### config.mk
export PLATFORM = sky130hd
export DESIGN_NAME = cfg_updown_counter
export DESIGN_NICKNAME = d
export VERILOG_FILES = /design/src/rtl/cfg_counter_pkg.sv /design/src/rtl/cfg_counter_prescaler.sv /design/src/rtl/cfg_updown_counter.sv
export SDC_FILE = /design/constraint.sdc
export NUM_CORES = 1
export LEC_CHECK = 0
export CAP_MARGIN = 20
export CORE_ASPECT_RATIO = 0.9
export CORE_MARGIN = 10
export CORE_UTILIZATION = 43
export CTS_CLUSTER_SIZE = 16
export DETAILED_ROUTE_END_ITERATION = 6
export GPL_TIMING_DRIVEN = 0
export PLACE_DENSITY = 0.75
export SYNTH_ARGS = -nofsm -noshare
export SYNTH_HDL_FRONTEND = slang
export SYNTH_HIERARCHICAL = 1
export SYNTH_SLANG_ARGS = --single-unit
### constraint.sdc
create_clock -name clk -period 2.5 [get_ports clk]
set_input_delay 0.5 -clock clk [delete_from_list [all_inputs] [get_ports clk]]
set_output_delay 0.5 -clock clk [all_outputs]
set_load 0.02 [all_outputs]
### src/rtl/cfg_counter_pkg.sv
// Shared mode encoding for the configurable up/down counter.
package cfg_counter_pkg;

  typedef logic [1:0] mode_t;

  localparam mode_t MODE_WRAP    = 2'b00;
  localparam mode_t MODE_SAT     = 2'b01;
  localparam mode_t MODE_ONESHOT = 2'b10;

endpackage

### src/rtl/cfg_counter_prescaler.sv
// Divides enabled cycles by PRESCALE; tick is high on the enabled cycle that completes a period.
module cfg_counter_prescaler #(
  parameter int unsigned PRESCALE = 4
) (
  input  logic clk,
  input  logic rst,
  input  logic clr,
  input  logic en,
  output logic tick
);

  localparam int unsigned CntW = (PRESCALE > 1) ? $clog2(PRESCALE) : 1;
  localparam logic [CntW-1:0] Last = CntW'(PRESCALE - 1);

  logic [CntW-1:0] cnt_q, cnt_d;

  always_comb begin
    cnt_d = cnt_q;
    tick  = 1'b0;
    if (clr) begin
      cnt_d = '0;
    end else if (en) begin
      if (cnt_q == Last) begin
        cnt_d = '0;
        tick  = 1'b1;
      end else begin
        cnt_d = cnt_q + 1'b1;
      end
    end
  end

  always_ff @(posedge clk) begin
    if (rst) begin
      cnt_q <= '0;
    end else begin
      cnt_q <= cnt_d;
    end
  end

endmodule

### src/rtl/cfg_updown_counter.sv
// Up/down counter over 0..MAX_VAL with wrap, saturate and one-shot end-of-range modes.
// Define CFG_COUNTER_PRESCALE_EN to advance only once every PRESCALE enabled cycles.
module cfg_updown_counter
  import cfg_counter_pkg::*;
#(
  parameter int unsigned WIDTH    = 8,
  parameter int unsigned MAX_VAL  = 2**WIDTH - 1,
  parameter int unsigned PRESCALE = 4
) (
  input  logic             clk,
  input  logic             rst,
  input  logic             load,
  input  logic             hold,
  input  logic             up_down,
  input  logic [1:0]       mode,
  input  logic [WIDTH-1:0] load_value,
  output logic [WIDTH-1:0] count,
  output logic             at_term,
  output logic             wrap_pulse,
  output logic             done
);

  localparam logic [WIDTH:0] MaxExt = (WIDTH + 1)'(MAX_VAL);

  logic [WIDTH-1:0] count_q, count_d;
  logic             wrap_q, wrap_d;
  logic             done_q, done_d;
  logic             adv_en;
  logic [WIDTH:0]   count_ext, load_ext, step_ext, term_ext;

`ifdef CFG_COUNTER_PRESCALE_EN
  cfg_counter_prescaler #(
    .PRESCALE (PRESCALE)
  ) u_prescaler (
    .clk  (clk),
    .rst  (rst),
    .clr  (load),
    .en   (!hold),
    .tick (adv_en)
  );
`else
  logic unused_prescale;
  assign unused_prescale = (PRESCALE == 0);
  assign adv_en = 1'b1;
`endif

  // Widened by one bit so a non-power-of-two MAX_VAL never aliases on clamp or step.
  assign count_ext = {1'b0, count_q};
  assign load_ext  = {1'b0, load_value};
  assign term_ext  = up_down ? MaxExt : '0;
  assign step_ext  = up_down ? (count_ext + 1'b1) : (count_ext - 1'b1);
  assign at_term   = (count_ext == term_ext);

  always_comb begin
    count_d = count_q;
    wrap_d  = 1'b0;
    done_d  = done_q;
    if (load) begin
      count_d = (load_ext > MaxExt) ? MaxExt[WIDTH-1:0] : load_value;
      done_d  = 1'b0;
    end else if (!hold && adv_en && !done_q) begin
      if (at_term) begin
        case (mode)
          MODE_SAT:     count_d = count_q;
          MODE_ONESHOT: done_d  = 1'b1;
          default: begin
            count_d = up_down ? '0 : MaxExt[WIDTH-1:0];
            wrap_d  = 1'b1;
          end
        endcase
      end else begin
        count_d = step_ext[WIDTH-1:0];
        if (mode == MODE_ONESHOT && step_ext == term_ext) begin
          done_d = 1'b1;
        end
      end
    end
  end

  always_ff @(posedge clk) begin
    if (rst) begin
      count_q <= '0;
      wrap_q  <= 1'b0;
      done_q  <= 1'b0;
    end else begin
      count_q <= count_d;
      wrap_q  <= wrap_d;
      done_q  <= done_d;
    end
  end

  assign count      = count_q;
  assign wrap_pulse = wrap_q;
  assign done       = done_q;

endmodule
### Yosys cells after proc, flatten, opt, wreduce, memory -nomap -nowiden

Cells that the tools add are included.

| storage, ports and cells | value |
|---|---|
| register bits | 10 |
| input port bits | 15 |
| output and inout port bits | 11 |
| word-level logic and storage cells | 37 |

| operators by class | value |
|---|---|
| add/subtract/negate cells | 2 |
| $lt $le $gt $ge | 1 |
| equal/unequal tests | 6 |
| muxes and demuxes | 12 |
| bitwise gates (word level) | 2 |
| reduce and logical (&&, ||, !) cells | 11 |

Operators by type and width:

| operator | count |
|---|---|
| 8-bit two-way mux | 7 |
| 8-bit by 1-bit adder with 9-bit output (second input constant) | 1 |
| 9-bit by 8-bit == test with 1-bit output | 1 |
| 9-bit two-way mux | 1 |
| 8-bit by 1-bit subtractor with 9-bit output (second input constant) | 1 |
| 8-bit == test | 1 |
| 8-bit > comparator (second input constant) | 1 |
| 1-bit two-way mux | 4 |
| 2-bit nonzero test | 2 |
| 2-bit OR reduction | 2 |
| 4-bit OR reduction | 1 |
| 3-bit inequality test (second input constant) | 1 |
| 3-bit AND reduction | 1 |
| 2-bit by 1-bit == test with 1-bit output (second input constant) | 1 |
| 2-bit == test (second input constant) | 1 |
| 1-bit logical AND | 2 |
| 1-bit logical NOT | 2 |
| 2-bit by 1-bit inequality test with 1-bit output (second input constant) | 1 |
| 1-bit NOT | 2 |
| 2-bit AND reduction | 1 |

### Longest topological paths before layout

| logic depth | value |
|---|---|
| depth in word-level cells | 6 |
| depth in mapped cells | 11 |
| depth with buffers taken out | 9 |

### Worst setup path before layout

Ideal clock, no wire load.

| timing path | value |
|---|---|
| path type | in2reg |
| start | in up_down |
| end | reg done_q (netlist: done) |
| setup time | 62 ps |
| arrival time | 2402 ps |
| required time | 2438 ps |
| path slack | 36 ps |
| stages on the path | 8 |
| buffers on the path | 0 |
| cells stage by stage | inv_1 -> fa_1 -> and3_2 -> or2_1 -> a221oi_2 -> nand2_1 -> or4_1 -> nand3_1 |

| on the way | value |
|---|---|
| cells in the longest elaborated chain, start to end | 5 |
| elaborated cells on any way between the ends | 9 |
| those cells by class | eq/ne: 3; mux: 3; reduce/logical: 3 |

RTL lines:

| element | line | text |
|---|---|---|
| from (decl) | cfg_updown_counter.sv:14 | `input logic up_down,` |
| 9-bit two-way mux or 8-bit two-way mux (tied branches) | cfg_updown_counter.sv:51, cfg_updown_counter.sv:50 |  |
| 9-bit by 8-bit == test with 1-bit output | cfg_updown_counter.sv:73 | `if (mode == MODE_ONESHOT && step_ext == term_ext) begin` |
| 1-bit logical AND | cfg_updown_counter.sv:73 |  |
| 2-bit nonzero test (no line) | n/a |  |
| 3-bit AND reduction (no line) | n/a |  |
| to (signal assigned) | cfg_updown_counter.sv:88 | `done_q <= done_d;` |
| to (decl) | cfg_updown_counter.sv:27 | `logic done_q, done_d;` |

Several ways; a longest one is shown, not always the timed one.
A chain may end at the register's enable or synchronous reset.

### Worst setup path in the final report

| timing path | value |
|---|---|
| start | in up_down |
| end | out at_term |

| on the way | value |
|---|---|
| cells in the longest elaborated chain, start to end | 2 |

RTL lines:

| element | line | text |
|---|---|---|
| 8-bit two-way mux | cfg_updown_counter.sv:50 | `assign term_ext = up_down ? MaxExt : '0;` |
| 8-bit == test | cfg_updown_counter.sv:52 | `assign at_term = (count_ext == term_ext);` |
| to (decl) | cfg_updown_counter.sv:18 | `output logic at_term,` |

Every way passes these cells.

==> impl_metrics.yaml <==
pwr:
  p_int_mw: 0.359
  vdd.ir_drop.worst_mv: 0.294
  p_leak_nw: 0.550
  p_comb_share_pct: 48.6
  switching_share_pct: 38.2
  total_power_mw: 0.580
  p_switching_mw: 0.222
  p_seq_share_pct: 32.0
  clkPwrFrac_pct: 19.4
  powerDensity_nw_per_um2: 424
clocking:
  cts_sinks: 10
  clkLatencyLatePin_ps: 270
  cts.reportedPaths.clkPinSlew_ps: 60
  cts-buffers-inserted: 3
  htreeDepth: 1
  ctsHoldBuffers: 0
  cts_tree: "yes"
  postCtsSetupBuffers: 0
  root_buffer: "clkbuf_4"
  clk_path_buf_depth: 2
timing:
  hold_slack_ps: 435
  setup_viol: 0
  max_freq_mhz: 404
  drv_slew: 0
  slew_headroom_pct: 58.7
  layout_min_cycle_time_ps: 2470
  tightest_slew_ps: 612
  fin_skew_ps: 0.609
  finalCritPeriodShare_pct: 98.9
  hold_viol_final: 0
global_routing:
  grt_pass1_vias: 1046
  grt_overflow: 0
  grt_pass1_wl_mm: 4.73
  grt_max_degree: 11
  antenna_found_initial: 0
  grt_use_total_pct: 11.9
final_layout:
  drive_gt1_share_pct: 18.1
  instances_no_fill: 182
  area_delta_synth_final_pct: 36.6
  n_fill_cell: 205
  fin_util_pct: 62.2
  finalNetCount: 181
  num_antenna_cells: 0
  final_area_um2: 1370
logic_synthesis:
  syn-num-nets: 153
  synth-main-ff-cell: "dfxtp_1"
  yosysSeqAreaShare_pct: 20.0
  yosysWarningCount: 6
  synth-edff-count: 0
  synth_common_cells: "nor2_1, a21oi_1, nand2_1"
  synthArstFlopShare_pct: 0
  ys_types: 45
  synth_area_leaders: "dfxtp_1, ha_1, a21oi_1"
  synth_top_area_share_pct: 20.0
  ys_ff_latch: 10
  synth_area_um2: 1000
  syn_avg_cell_area_um2: 7.77
  synthCells: 129
  yosysTopAreaCell: "dfxtp_1"
  yosysMostFrequentCell: "nor2_1"
place:
  dp_cells: 179
  dp_hpwl_mm: 2.23
  dpl_cell_area_um2: 1270
  port_buffers: 23
  finalWeightedCongestion: 0.825
critical_path:
  worst_ep_required_time_ps: 2000
  r2r-end: "done$_SDFFE_PP0P_"
  r2r_cells: 7
  worstReg2RegStart: "count[0]$_SDFFE_PP0P_"
  worst-path-max-fanout: 8
  reg2reg_setup_slack_ps: 120
  arrival_ps: 1970
  end_kind: "output port"
  crit_path_start_kind: "input pin"
  critPathKind: "input pin to output port"
floorplan:
  initial_core_util_pct: 45.5
  die_area_um2: 4660
  rows: 16
  die_h_um: 65.8
  pin_count: 26
  fp.dieW_um: 70.9
  core-area_um2: 2200
run_status:
  status: "finished, final reports clean"
job:
  drv_cap: 0
detailed_routing:
  viasPerCell: 5.99
  drt-total-wl_mm: 2.94
  vias: 1091
  firstDrtPassIters: 4
  drt_iter0_drc: 56
  postRouteAntennaNets: 0
  wl_per_cell_um: 16.2
  drc_errors: 0
hold_path:
  hold_end: "count[3]$_SDFFE_PP0P_"
  min_path_type: "input pin to flip-flop"
  hold_start: "rst"
  whs_path_depth: 2
-- flip-flops by register name, summed over array words and instances (netlist names) --
signal and cells:
count 8, done 1, wrap_pulse 1
-- worst max path at each step --
stage	start	cells after the start	endpoint	slack (ps)
after floorplan	up_down	8	done$_SDFFE_PP0P_	40
after global placement	up_down	8	at_term	-1170
after detailed placement	up_down	8	at_term	-1210
after CTS	mode[0]	7	count[5]$_SDFFE_PP0P_	-9
after global routing	up_down	9	at_term	-9
final	up_down	9	at_term	30
-- per-layer routing --
layer / wire length, µm / share of wire [%] / global-route usage [%] / vias to the layer above
li1: - / - / - / 528
met1: 1250 / 43 / 14.1 / 514
met2: 1400 / 48 / 20.0 / 45
met3: 282 / 9.6 / 5.26 / 4
met4: 10 / 0.34 / 1.45 / 0
met5: 0 / 0 / 0 / -
-- power groups by stage --
stage	Sequential (mW)	Clock, mW	Combinational [mW]
floorplan	0.197	0	0.163
global placement	0.187	0	0.247
detailed placement	0.188	0	0.254
CTS	0.185	0.110	0.269
global route	0.188	0.119	0.309
finish	0.186	0.112	0.282
-- final cells by class --
class	instances	area [µm²]	share of cell area, %
Multi-Input combinational cell	107	791	57.8
Tap cell	27	33.8	2.47
Sequential cell	10	200	14.6
Timing Repair Buffer	23	229	16.7
Clock buffer	3	22.5	1.65
Buffer	7	68.8	5.03
Inverter	5	23.8	1.74
-- worst max-delay path, stage by stage --
cell,delay (ps)
buf_4,130
inv_4,90
ha_1,300
buf_6,130
nand4_4,130
or3_4,360
buf_6,150
inv_4,70
buf_6,110
-- cell usage in the layout, fill, tap and decap left out, types with 2 or more instances in the layout --
cell type	Yosys	final
buf_6	4	6
nor2_1	16	16
xor2_1	5	5
inv_1	5	3
nand3_1	5	4
inv_4	0	2
ha_4	0	3
nand2_1	12	12
nor3_1	3	3
nor4b_1	2	2
ha_1	8	4
dfxtp_1	10	10
clkdlybuf4s50_1	0	21
a21oi_1	15	15
o21ai_0	6	6
clkbuf_4	1	4
nand4_1	3	3
a211o_1	4	4
-- per-stage QoR --
step           worst slack, ps  TNS (ps)
3_3_place_gp             -1170     -7840
2_1_floorplan             35.5         0
6_report                  27.5         0
4_1_cts                  -9.09     -9.09
3_5_place_dp             -1210     -8310
5_1_grt                  -8.64     -8.64
-- cells by family after synthesis --
| family | synth area share (%) |
|---|---|
| flops | 20.0 |
| xor+xnor | 5.24 |
| simple gates | 27.5 |
| mux | 0.999 |
| buf+inv | 8.36 |
| compound gates | 26.0 |
| fa+ha+maj | 12.0 |
-- what timing repair did --
action | in CTS | in global routing
resized for setup | 19 | 8
endpoints found under the setup margin | 10 | 9
pin swaps | 1 | 0
No activity file was read; power rests on OpenSTA's default activity.
